==> src/rtl/register_file_2r1w_if.sv <==
// Register-file access bundle: two read ports, one write port, clear control.
// Master drives requests (decode/writeback side); slave is the register file.
interface register_file_2r1w_if #(
    parameter int DATA_W = 8,
    parameter int ADDR_W = 2
);
    logic              rd_en_a;
    logic [ADDR_W-1:0] rd_addr_a;
    logic [DATA_W-1:0] rd_data_a;
    logic              rd_valid_a;
    logic              rd_en_b;
    logic [ADDR_W-1:0] rd_addr_b;
    logic [DATA_W-1:0] rd_data_b;
    logic              rd_valid_b;
    logic              wr_en;
    logic [ADDR_W-1:0] wr_addr;
    logic [DATA_W-1:0] wr_data;
    logic              clr_req;
    logic              clr_busy;
    logic              wr_drop;

    modport master (
        output rd_en_a, rd_addr_a, rd_en_b, rd_addr_b,
        output wr_en, wr_addr, wr_data, clr_req,
        input  rd_data_a, rd_valid_a, rd_data_b, rd_valid_b,
        input  clr_busy, wr_drop
    );

    modport slave (
        input  rd_en_a, rd_addr_a, rd_en_b, rd_addr_b,
        input  wr_en, wr_addr, wr_data, clr_req,
        output rd_data_a, rd_valid_a, rd_data_b, rd_valid_b,
        output clr_busy, wr_drop
    );
endinterface

==> src/rtl/register_file_2r1w.sv <==
// 2-read/1-write register file with sequenced bulk clear.
// Define REGFILE_BYPASS_EN for write-first forwarding on the read ports.
module register_file_2r1w #(
    parameter int DATA_W = 8,
    parameter int ADDR_W = 2
) (
    input logic                 clk,
    input logic                 reset,
    register_file_2r1w_if.slave bus
);
    localparam int DEPTH = 1 << ADDR_W;
    localparam logic [ADDR_W-1:0] LAST = ADDR_W'(DEPTH - 1);

    typedef enum logic {IDLE, CLEAR} state_t;

    state_t            state;
    state_t            state_nx;
    logic [ADDR_W-1:0] idx;
    logic              wr_ok;
    logic              clr_on;
    logic [DATA_W-1:0] rd_nx_a;
    logic [DATA_W-1:0] rd_nx_b;
    logic [DATA_W-1:0] mem [DEPTH];

    always_ff @(posedge clk) begin
        if (reset) state <= IDLE;
        else       state <= state_nx;
    end

    always_comb begin
        state_nx = state;
        unique case (state)
            IDLE:  if (bus.clr_req) state_nx = CLEAR;
            CLEAR: if (idx == LAST) state_nx = IDLE;
            default: state_nx = IDLE;
        endcase
    end

    always_comb begin
        clr_on       = (state == CLEAR);
        wr_ok        = bus.wr_en && (state == IDLE);
        bus.clr_busy = clr_on;
    end

    always_ff @(posedge clk) begin
        if (reset)       idx <= '0;
        else if (clr_on) idx <= idx + 1'b1;
        else             idx <= '0;
    end

    always_ff @(posedge clk) begin
        if (reset) begin
            for (int i = 0; i < DEPTH; i++) mem[i] <= '0;
        end else if (clr_on) begin
            mem[idx] <= '0;
        end else if (wr_ok) begin
            mem[bus.wr_addr] <= bus.wr_data;
        end
    end

    always_comb begin
        rd_nx_a = mem[bus.rd_addr_a];
        rd_nx_b = mem[bus.rd_addr_b];
`ifdef REGFILE_BYPASS_EN
        // Dropped writes never forward; the entry under the sweep reads as zero.
        if (wr_ok && bus.wr_addr == bus.rd_addr_a)
            rd_nx_a = bus.wr_data;
        else if (clr_on && idx == bus.rd_addr_a)
            rd_nx_a = '0;
        if (wr_ok && bus.wr_addr == bus.rd_addr_b)
            rd_nx_b = bus.wr_data;
        else if (clr_on && idx == bus.rd_addr_b)
            rd_nx_b = '0;
`endif
    end

    always_ff @(posedge clk) begin
        if (reset) begin
            bus.rd_data_a  <= '0;
            bus.rd_valid_a <= 1'b0;
            bus.rd_data_b  <= '0;
            bus.rd_valid_b <= 1'b0;
            bus.wr_drop    <= 1'b0;
        end else begin
            bus.rd_valid_a <= bus.rd_en_a;
            bus.rd_valid_b <= bus.rd_en_b;
            if (bus.rd_en_a) bus.rd_data_a <= rd_nx_a;
            if (bus.rd_en_b) bus.rd_data_b <= rd_nx_b;
            bus.wr_drop <= bus.wr_en && clr_on;
        end
    end
endmodule

==> src/flat_wrapper.sv <==
// flat-port wrapper written by rule: the top's interface ports become plain ports
module register_file_2r1w_flat 
#(
    parameter int DATA_W = 8,
    parameter int ADDR_W = 2
)
  (clk, reset, bus_rd_en_a, bus_rd_addr_a, bus_rd_en_b, bus_rd_addr_b, bus_wr_en, bus_wr_addr, bus_wr_data, bus_clr_req, bus_rd_data_a, bus_rd_valid_a, bus_rd_data_b, bus_rd_valid_b, bus_clr_busy, bus_wr_drop);
  register_file_2r1w_if #(.DATA_W(DATA_W), .ADDR_W(ADDR_W)) bus_i ();
  input logic clk;
  input logic reset;
  input wire logic [$bits(bus_i.rd_en_a)-1:0] bus_rd_en_a;
  input wire logic [$bits(bus_i.rd_addr_a)-1:0] bus_rd_addr_a;
  input wire logic [$bits(bus_i.rd_en_b)-1:0] bus_rd_en_b;
  input wire logic [$bits(bus_i.rd_addr_b)-1:0] bus_rd_addr_b;
  input wire logic [$bits(bus_i.wr_en)-1:0] bus_wr_en;
  input wire logic [$bits(bus_i.wr_addr)-1:0] bus_wr_addr;
  input wire logic [$bits(bus_i.wr_data)-1:0] bus_wr_data;
  input wire logic [$bits(bus_i.clr_req)-1:0] bus_clr_req;
  output wire logic [$bits(bus_i.rd_data_a)-1:0] bus_rd_data_a;
  output wire logic [$bits(bus_i.rd_valid_a)-1:0] bus_rd_valid_a;
  output wire logic [$bits(bus_i.rd_data_b)-1:0] bus_rd_data_b;
  output wire logic [$bits(bus_i.rd_valid_b)-1:0] bus_rd_valid_b;
  output wire logic [$bits(bus_i.clr_busy)-1:0] bus_clr_busy;
  output wire logic [$bits(bus_i.wr_drop)-1:0] bus_wr_drop;
  assign bus_i.rd_en_a = bus_rd_en_a;
  assign bus_i.rd_addr_a = bus_rd_addr_a;
  assign bus_i.rd_en_b = bus_rd_en_b;
  assign bus_i.rd_addr_b = bus_rd_addr_b;
  assign bus_i.wr_en = bus_wr_en;
  assign bus_i.wr_addr = bus_wr_addr;
  assign bus_i.wr_data = bus_wr_data;
  assign bus_i.clr_req = bus_clr_req;
  assign bus_rd_data_a = bus_i.rd_data_a;
  assign bus_rd_valid_a = bus_i.rd_valid_a;
  assign bus_rd_data_b = bus_i.rd_data_b;
  assign bus_rd_valid_b = bus_i.rd_valid_b;
  assign bus_clr_busy = bus_i.clr_busy;
  assign bus_wr_drop = bus_i.wr_drop;
  register_file_2r1w #(.DATA_W(DATA_W), .ADDR_W(ADDR_W)) u_core (.clk(clk), .reset(reset), .bus(bus_i));
endmodule
==> config.mk <==
export PLATFORM = sky130hd
export DESIGN_NAME = register_file_2r1w_flat
export DESIGN_NICKNAME = d
export VERILOG_FILES = /design/src/rtl/register_file_2r1w_if.sv /design/src/rtl/register_file_2r1w.sv /design/src/flat_wrapper.sv
export SDC_FILE = /design/constraint.sdc
export NUM_CORES = 1
export LEC_CHECK = 0
export BUFFER_PORTS_ARGS = -buffer_cell sky130_fd_sc_hd__buf_2
export CAP_MARGIN = 20
export CELL_PAD_IN_SITES_DETAIL_PLACEMENT = 0
export CELL_PAD_IN_SITES_GLOBAL_PLACEMENT = 1
export CORE_MARGIN = 2
export CORE_UTILIZATION = 49
export CTS_CLUSTER_SIZE = 10
export DETAILED_ROUTE_END_ITERATION = 7
export HOLD_SLACK_MARGIN = 0.03
export PLACE_DENSITY_LB_ADDON = 0.05
export SYNTH_ARGS = -nofsm -noshare
export SYNTH_HDL_FRONTEND = slang
export SYNTH_SLANG_ARGS = --single-unit
==> constraint.sdc <==
create_clock -name clk -period 3.8 [get_ports clk]
set_input_delay 0.76 -clock clk [delete_from_list [all_inputs] [get_ports clk]]
set_output_delay 0.76 -clock clk [all_outputs]
set_load 0.03 [all_outputs]
==> key figures <==
Setup path
  • Worst endpoint required time: 3.75 ns
  • Critical R2R Launch: u_core.bus.clr_busy
  • Critical-path cell list: buf_2 > nor4b_2 > or2_1 > a21oi_1
  • Largest fanout on the critical path: 29
  • Worst reg2reg path depth: 3
  • Setup crit end kind: flip-flop
  • Slowest library cell on the worst path: a21oi_1
  • Worst r2r dst: u_core.mem[3][7]
  • Type of origin of the critical path: primary input
  • Crit path largest cell delay: 0.64 ns
  • Critical path arrival: 2.43 ns
  • Setup CP Type: primary input to flip-flop
  • R2r setup slk: 1.70 ns
  • Worst path bufs/invs: 1
  • CP top delay family: compound AO/OA/AOI/OAI gates

Floorplanning
  • Starting Density: 0.5118
  • Row count: 25
  • Die H: 74.48 um
  • Die Area: 0.005547 mm^2
  • Core area: 0.004755 mm^2
  • Die width: 74.48 um
  • Ports: 40

Hold path
  • Hold Crit Class: flip-flop to flip-flop
  • Min-delay src: u_core.bus.rd_data_b[6]
  • Min-Delay Endpoint: u_core.bus.rd_data_b[6]
  • Hold path cells: 2

Pwr
  • PD cells: 423.0 mW/mm^2
  • Post-route total power: 1.155 mW
  • VDD IR max: 0.1793 mV
  • Pleak: 1.152 nW

STA
  • RSZ-0062 raised after global routing: false
  • Slew HR: 0.4904
  • Fin Clk Skew: 0.008846 ns
  • Final hold violations: 0
  • Final setup TNS: 0 ns
  • Fin. max-slew vios: 0
  • Final setup viols: 0
  • Fmax: 403.8 MHz
  • Final Cycle Share: 0.6517
  • Final min period: 2.477 ns
  • Worst-margin pin slew: 0.7645 ns

Layout
  • # diodes: 0
  • Final net count: 235
  • Layout cells sized above 1: 0.3256
  • Synth-to-Final Area Change: 12.24%
  • Final cell count without fillers: 282

Synth
  • Most common cell in the netlist: nor2_1
  • Async SR Flop Fraction: 0
  • Largest family of logic cells by synthesized area: multiplexers
  • Post-synth EDFFs: 32
  • Warnings from Yosys: 0
  • Mux cell area share after synthesis: 0.2180
  • Synth area leader: edfxtp_1
  • Compound-Gate Fraction of Synth Area: 0.02005
  • Top post-synthesis cells by area: edfxtp_1 (39%), dfxtp_1 (18%), mux4_2 (15%)
  • Synth Area in XOR/XNOR: 0
  • Syn Std Cell Area: 0.002434 mm^2
  • Seq cells post-synth: 54
  • Ys flop type: edfxtp_1
  • Gate Count Post-Synth: 179
  • Area fraction of the dominant cell type after synthesis: 0.3949
  • Most frequent cells after synthesis: nor2_1 (35), edfxtp_1 (32), dfxtp_1 (22)
  • Simple-gate share of the synthesized area: 0.1368
  • Synth unique cells: 24
  • Register area share after synthesis: 0.5758
  • Post-synthesis average cell area: 13.60 um^2
  • Post-Syn Nets: 200
  • Post-Synth Adder-Cell Area: 0.005141

Route
  • DRT Pass-1 Iters: 4
  • 1st-iter DRT viols: 52
  • DRC viols: 0
  • Total number of vias: 1480
  • DR WL/cell: 16.44 um
  • Via-per-instance ratio: 5.248
  • Final WL: 4635 um
  • DRT antenna net count: 0

Global routing
  • Total congestion overflow: 0
  • Initial antenna violation count: 0
  • Largest net degree at the start of global routing: 30
  • Total Routing Usage GR: 0.1880
  • First-pass GRT wire length: 7527 um
  • Vias in the first global route: 1534

Clock network
  • H-tree levels: 2
  • CTS buffer count: 5
  • Clock root buffer: clkbuf_8
  • Clock insertion delay at the later pin of the skew report: 0.31 ns
  • Post-CTS Hold Buffers: 0
  • Cts repair resizes: 0
  • CTS sink cnt: 54
  • Post-CTS Setup Inserts: 0
  • Clk pin slew, worst setup/hold paths: 0.10 ns
  • CTS tree: built
  • CTS Buffer Depth: 2

Place
  • Routability cong.: 0.7522
  • Hpwl dp: 3666 um
  • Dpl cells: 274
  • I/O Buffers: 39

Run
  • Max cap viols: 0

Status
  • Run status: complete, no violations
[power by group]
| part | leakage [nW] | internal [mW] | total (mW) | switching, mW |
|---|---|---|---|---|
| Clock | 0.0432 | 0.127 | 0.316 | 0.189 |
| Sequential | 0.514 | 0.658 | 0.681 | 0.0223 |
| Combinational | 0.595 | 0.0662 | 0.159 | 0.0927 |
[registers in the layout (all words and copies together) (netlist names)]
| name | flops |
|---|---|
| u_core.bus.wr_drop | 1 |
| u_core.bus.rd_valid_b | 1 |
| u_core.bus.rd_valid_a | 1 |
| u_core.idx | 2 |
| u_core.bus.rd_data_a | 8 |
| u_core.bus.clr_busy | 1 |
| u_core.mem | 32 |
| u_core.bus.rd_data_b | 8 |
[cell usage in the layout, fill, tap and decap left out, types with 2 or more instances in the layout]
cell,Yosys,routed
mux2i_1,17,17
clkinv_1,0,2
edfxtp_1,32,32
buf_2,2,39
inv_1,11,11
nor2_1,35,35
nand2b_1,3,3
nor4b_2,2,2
mux4_2,16,16
clkbuf_8,0,5
nor3b_4,2,2
nand2_1,8,8
a21oi_1,2,2
nor2b_1,2,2
nor3_1,8,8
dfxtp_1,22,22
[layout make-up]
type / count / area (um^2)
sequential: 54 / 1401
inverter: 11 / 41.29
tap: 67 / 83.83
clock buffer: 5 / 68.82
clock inverter: 3 / 16.27
fill: 417 / 2023
timing repair buffer: 39 / 195.2
multi-input combinational: 103 / 924.6
[how the worst max path moves through the flow]
stage	from	to	slack, ns	depth (start not counted)
floorplan	reset	u_core.mem[3][0]	1.67	5
global placement	reset	u_core.mem[3][5]	1.09	4
detailed placement	reset	u_core.mem[3][5]	0.96	4
CTS	reset	u_core.mem[3][7]	1.28	4
global route	reset	u_core.mem[3][4]	1.20	4
finish	reset	u_core.mem[3][7]	1.32	4
[layer usage]
| metal | GRT usage | part of all wire |
|---|---|---|
| met1 | 0.2302 | 0.43 |
| met2 | 0.3304 | 0.51 |
| met3 | 0.02981 | 0.045 |
| met4 | 0.07937 | 0.016 |
| met5 | 0 | 0 |
[cell families (layout without fill, tap and decap cells)]
| family | after synthesis | after routing |
|---|---|---|
| and+or+nand+nor | 64 | 64 |
| adders and majority gates | 1 | 1 |
| AOI/OAI and AO/OA | 5 | 5 |
| buffers and inverters | 22 | 58 |
| muxes | 33 | 33 |
| DFF | 54 | 54 |
[per-stage QoR]
step / hold slack [ns] / instance area (um^2) / worst slack, ns / utilization
final: 0.4958 / 2731 / 1.323 / 0.5745
after floorplan: 0.4668 / 2434 / 1.670 / -
after global placement: 0.4659 / 2646 / 1.087 / 0.5566
after global routing: 0.5176 / 2731 / 1.195 / 0.5745
after CTS: 0.4979 / 2731 / 1.282 / 0.5745
after detailed placement: 0.4764 / 2646 / 0.9570 / 0.5566
[worst register-to-register path: cells and delay by family, from the launching register on]
kind / cells / cell delay (ns)
DFF: 1 / 0.58
AOI/OAI and AO/OA: 1 / 0.64
and+or+nand+nor: 2 / 0.52
Power figures use the tool's default switching activity.
